===== config.mk =====
export PLATFORM = sky130hd
export DESIGN_NAME = wb_regfile
export DESIGN_NICKNAME = d
export VERILOG_FILES = /design/src/rtl/wb_regfile.sv
export SDC_FILE = /design/constraint.sdc
export NUM_CORES = 2
export LEC_CHECK = 0
export BUFFER_PORTS_ARGS = -buffer_cell sky130_fd_sc_hd__buf_2
export CAP_MARGIN = 0
export CELL_PAD_IN_SITES_DETAIL_PLACEMENT = 1
export CELL_PAD_IN_SITES_GLOBAL_PLACEMENT = 1
export CORE_MARGIN = 3
export CORE_UTILIZATION = 50
export CTS_BUF_LIST = sky130_fd_sc_hd__clkbuf_16
export DETAILED_ROUTE_END_ITERATION = 6
export PLACE_DENSITY_LB_ADDON = 0.1
export SKIP_CTS_REPAIR_TIMING = 1
export SYNTH_ARGS = -nofsm -noshare
export SYNTH_HDL_FRONTEND = slang
export SYNTH_SLANG_ARGS = --single-unit

===== constraint.sdc =====
create_clock -name clk -period 3.1 [get_ports clk]
set_input_delay 0.155 -clock clk [delete_from_list [all_inputs] [get_ports clk]]
set_output_delay 0.155 -clock clk [all_outputs]
set_load 0.01 [all_outputs]

===== src/rtl/wb_regfile.sv =====
// Writeback-stage register file: source select, 31 storage registers with
// x0 hard-wired to zero, write-through bypass on both read ports, and a
// counter of effective register writes.
module wb_regfile (
    input  logic        clk,
    input  logic        rst,
    input  logic        RegWrite_i,
    input  logic [1:0]  MemToReg_i,
    input  logic [31:0] ALUresult_i,
    input  logic [31:0] readMem_i,
    input  logic [31:0] pcPlusFour_i,
    input  logic [31:0] Utype_res_i,
    input  logic [4:0]  wr_i,
    input  logic [4:0]  rr1_i,
    input  logic [4:0]  rr2_i,
    output logic [31:0] rd1_o,
    output logic [31:0] rd2_o,
    output logic [31:0] wb_data_o,
    output logic [31:0] wb_count_o
);

    localparam int unsigned XLEN   = 32;
    localparam int unsigned IDX_W  = 5;
    localparam int unsigned NREGS  = 32;

    logic [XLEN-1:0] regs_q [1:NREGS-1];
    logic [XLEN-1:0] wb_count_q;
    logic            wr_en;
    logic            byp1;
    logic            byp2;

    // An effective write needs a nonzero destination and no reset this cycle.
    assign wr_en = RegWrite_i && (wr_i != IDX_W'(0)) && !rst;
    assign byp1  = wr_en && (rr1_i == wr_i);
    assign byp2  = wr_en && (rr2_i == wr_i);

    // Writeback source select.
    always_comb begin
        wb_data_o = ALUresult_i;
        case (MemToReg_i)
            2'b00:   wb_data_o = ALUresult_i;
            2'b01:   wb_data_o = readMem_i;
            2'b10:   wb_data_o = pcPlusFour_i;
            2'b11:   wb_data_o = Utype_res_i;
            default: wb_data_o = ALUresult_i;
        endcase
    end

    // Register storage; reset wins over a same-edge write.
    always_ff @(posedge clk) begin
        if (rst) begin
            for (int i = 1; i < NREGS; i++) begin
                regs_q[i] <= XLEN'(0);
            end
        end else if (wr_en) begin
            regs_q[wr_i] <= wb_data_o;
        end
    end

    // Effective-write counter, wraps silently.
    always_ff @(posedge clk) begin
        if (rst) begin
            wb_count_q <= XLEN'(0);
        end else if (wr_en) begin
            wb_count_q <= wb_count_q + XLEN'(1);
        end
    end

    assign wb_count_o = wb_count_q;

    // Read ports: x0 reads zero, in-flight write bypasses storage.
    always_comb begin
        rd1_o = XLEN'(0);
        rd2_o = XLEN'(0);
        if (rr1_i != IDX_W'(0)) begin
            rd1_o = byp1 ? wb_data_o : regs_q[rr1_i];
        end
        if (rr2_i != IDX_W'(0)) begin
            rd2_o = byp2 ? wb_data_o : regs_q[rr2_i];
        end
    end

endmodule


== Word level (Yosys, flattened, before mapping) ==
Memories as Yosys holds them, arrays and structs flattened.
Index checks and enable logic that the tools add are counted.

* Logic and storage cells: 31
* Bits of input ports: 148
* Output and inout port bits: 128
* Register bits: 32
* Memories: 1
* Memory bits (writable): 992

* Add/subtract/negate cells: 1
* Reductions and logical operators: 10
* Mux-type cells: 13
* Eq/ne operators: 5

{| class="wikitable"
|+ Memories
! memory !! words !! width !! read ports !! clocked after Yosys merged registers in !! write ports !! RTL line !! source
|-
| regs_q || 31 || 32 || 2 || 0 || 31 || 26 || <nowiki>logic [XLEN-1:0] regs_q [1:NREGS-1];</nowiki>
|}

{| class="wikitable"
|+ Operators by type and width
! operator !! count
|-
| 32-bit 2-to-1 mux || 5
|-
| 32-bit one-hot mux with 4 select lines || 1
|-
| 32-bit by 1-bit adder with 32-bit output, second input constant || 1
|-
| 32-bit OR reduction || 1
|-
| 5-bit nonzero test || 3
|-
| 5-bit == test || 2
|-
| 1-bit 2-to-1 mux || 6
|-
| 5-bit 2-to-1 mux || 1
|-
| 2-bit == test, second input constant || 2
|-
| 1-bit logical AND || 4
|-
| 2-bit by 1-bit == test with 1-bit output, second input constant || 1
|-
| 2-bit zero test || 1
|-
| 1-bit zero test || 1
|}

== Longest topological paths before layout ==
* Word-level depth: 8
* Depth in mapped cells: 9
* Gate-level depth less buffers: 6

== Worst setup path before layout ==
Ideal clock, no wire load.

* Kind: input port to flip-flop
* Start: input wr_i[0]
* End: memory regs_q[8][0], enable pin
* Stages on the path: 7
* Path buffers: 2
* Required time: 2.706 ns
* Setup time: 0.394 ns
* Setup slack: 0.799 ns
* Data arrival time: 1.907 ns
* Cells stage by stage: clkbuf_2 -> or2_2 -> o21ai_1 -> buf_2 -> nor2_1 -> nand2_1 -> nand2b_1

{| class="wikitable"
|+ RTL lines
! item !! RTL line !! source
|-
| from (decl) || 13 || <nowiki>input logic [4:0] wr_i,</nowiki>
|-
| to (decl) || 26 ||
|}

==> results_dict.tcl <==
set metrics [dict create \
    drt-total-wl_um 205400 \
    final_area_sq_um 63480 \
    grt_busiest_layer "met2" \
    drt-initial-drc-count 5818 \
    place.gp.congestion 0.8698 \
    fin_nets 4326 \
    drive_gt1_share_pct 33.78 \
    clock_sink_count 1056 \
    max-slew-margin-rel_pct 17.29 \
    wl_per_cell_um 36.12 \
    finalSetupTns_ns 0 \
    period_share_pct 99.98 \
    grt_pass1_wl_um 290500 \
    insertion_delay_ns 0.74 \
    p_per_area_nw_per_um2 563.8 \
    place_area_sq_um 59700 \
    fmax_ghz 0.3226 \
    area_growth_pct 15.80 \
    max-vdd-ir-drop_mv 0.4451 \
    power_leakage_nw 23.16 \
    dieArea_sq_um 113700 \
    seqCellArea_sq_um 31390 \
    startpoint_type "flip-flop" \
    firstDrtPassIters 5 \
    ant_nets 0 \
    skew_ns 0.02674 \
    synth_top_area_share_pct 56.09 \
    min_path_type "in -> reg" \
    grt_start_max_net_pins 65 \
    use_met2_pct 56.50 \
    crit_path_max_fanout 2 \
    ys.flop_type "edfxtp_1" \
    met3_usage_pct 8.994 \
    vias 39560 \
    avgSynthCellArea_sq_um 14.16 \
    violations "negative hold slack" \
    endpoint_kind "primary output" \
    path_class "reg -> out" \
    cts_root_buffer "clkbuf_16" \
    maxCapViolations 0 \
    synth_area_sq_um 54820 \
    syn-instance-count 3871 \
    start_util_pct 50.78 \
    critPathRequiredTime_ns 2.94 \
    gr-usage-met1_pct 49.37 \
    dp_hpwl_um 130000 \
    core_area_sq_um 108000 \
    hold_ws_ns -0.01853 \
    port-buffer-count 275 \
    clk_path_buf_depth 3 \
    ys_ff_latch 1056 \
    multi_input_area_sq_um 22070 \
    critPathArrivalTime_ns 2.94 \
    pin_count 276 \
    cts_tree "built" \
    synth_edf_count 1024 \
    antenna_found_initial 5 \
    drc 0 \
    finalSetupViolCount 0 \
    synth.largest_area_cell "edfxtp_1" \
    post-route-util_pct 58.81 \
    n_fill_cell 10210 \
    globalRoute.totalOverflow 0 \
    path_clk_slew_ns 0.06 \
    cts_max_level 3 \
    slew_viol_final 0 \
    async_reset_ff_share_pct 0 \
    die_width_um 337.1 \
    die_h_um 337.1 \
    grt_usage_pct 36.12 \
    vias_per_cell 6.957 \
    rows 120 \
    worst_pin_slew_ns 1.236 \
    rrSetupSlack_ns 1.02 \
    ys_seq_area_share_pct 57.26 \
    synth.distinct_cells 60 \
    yosys_warnings 0 \
    synth_area_leaders "edfxtp_1 (56%), mux4_2 (23%), nor2_1 (7.0%), a22oi_1 (2.0%), clkbuf_1 (1.9%)" \
    cts_inserted_buffers 115 \
    fin_crit_ns 3.099 \
    status "finished with violations" \
    grt_pass1_vias 40540 \
    finalHoldViolations 1 \
]
Yosys cell counts, types with 3 or more instances:
master       n
edfxtp_1  1024
nor2_1    1021
mux4_2     556
clkbuf_1   280
nand2_1    185
a22oi_1    144
buf_2       66
o21ai_0     61
mux2_2      47
mux2i_1     45
inv_1       41
nand2b_1    36
o22ai_1     34
dfxtp_1     32
o21ai_1     32
buf_4       29
buf_1       25
xnor2_1     22
a21oi_1     17
or3_1       17
o32ai_1     12
nand4_1     11
nand3_1     10
nor4_1       9
a211oi_1     8
nor2b_1      8
xor2_1       8
nor3_1       7
nor3b_1      7
or2_2        7
a311o_1      6
a31oi_1      5
and3b_1      5
buf_6        5
nand3b_1     5
o211ai_1     5
and3_1       4
and4_1       4
or4_1        4
or3b_2       3
worst max-delay path: stages, from the launching register on:
cell and delay, ns:
edfxtp_1 0.41, mux4_2 0.47, nor2b_1 0.14, a211oi_1 0.66, o32ai_2 0.30, buf_2 0.23
placed cells by master, fill, tap and decap left out, types with 10 or more instances in the layout:
master / instances
edfxtp_1: 1024
nor2_1: 1020
mux4_2: 556
buf_2: 266
buf_4: 227
nand2_1: 154
a22oi_1: 144
clkbuf_16: 115
inv_1: 69
buf_12: 63
o21ai_0: 61
mux2_2: 47
mux2i_1: 45
o22ai_1: 34
conb_1: 32
dfxtp_1: 32
nand2_2: 31
nand2b_2: 31
clkinv_1: 27
clkinv_2: 24
xnor2_1: 22
o21ai_2: 18
or3_1: 17
a21oi_1: 17
o21ai_4: 13
nand4_1: 11
bufinv_16: 11
nand3_1: 10
o32ai_1: 10
routing by layer:
metal / share of wire [%] / up-vias
met3: 12 / 508
met4: 4.1 / 2
met5: 0.0039 / -
met2: 47 / 2788
li1: - / 15440
met1: 37 / 20820
flip-flops by register name, summed over array words and instances (netlist names):
name,flops
regs_q,1024
wb_count_o,32
worst paths after layout:
kind	startpoint	end	cells after the start
min reg2reg	wb_count_o[31]	wb_count_o[31]	2
max	regs_q[19][14]	rd1_o[14]	5
min	Utype_res_i[13]	regs_q[0][13]	5
max reg2reg	wb_count_o[3]	wb_count_o[30]	5
power by group:
part	switching (W)	leakage (nW)	internal [W]
Clock	0.00601	1.91	0.00765
Combinational	0.00308	11.2	0.00217
Sequential	0.000438	10.0	0.0164
Total	0.00952	23.2	0.0263
final cells by class:
cell class | count | share of cell area [%]
diodes | 5 | 0.01971
multi-input cells | 2398 | 34.76
flip-flops and latches | 1056 | 49.45
clock inverters | 103 | 1.291
well taps | 1403 | 2.765
inverters | 41 | 0.2424
repair buffers | 565 | 6.941
clock buffers | 115 | 4.533
per-stage QoR:
stage | setup slack, ns | power [W] | hold WS, ns | std cells
2_1_floorplan | 0.7988 | 0.01992 | 0.4716 | 3902
3_3_place_gp | 0.2514 | 0.02209 | 0.4589 | 5458
3_5_place_dp | 0.1473 | 0.02227 | 0.4837 | 5458
4_1_cts | -0.06799 | 0.03575 | -0.09108 | 5676
5_1_grt | -0.01150 | 0.03671 | 0.01749 | 5681
6_report | 0.0005882 | 0.03579 | -0.01853 | 5686
cell families after synthesis:
kind of cell,after synthesis,synth area share (%)
other cells,1,0.006840
compound gates,336,4.090
mux,648,24.63
fa+ha+maj,1,0.02282
flops,1056,57.26
simple gates,1351,10.03
buf+inv,448,3.490
xor+xnor,30,0.4793
(Power assumes the default switching activity.)
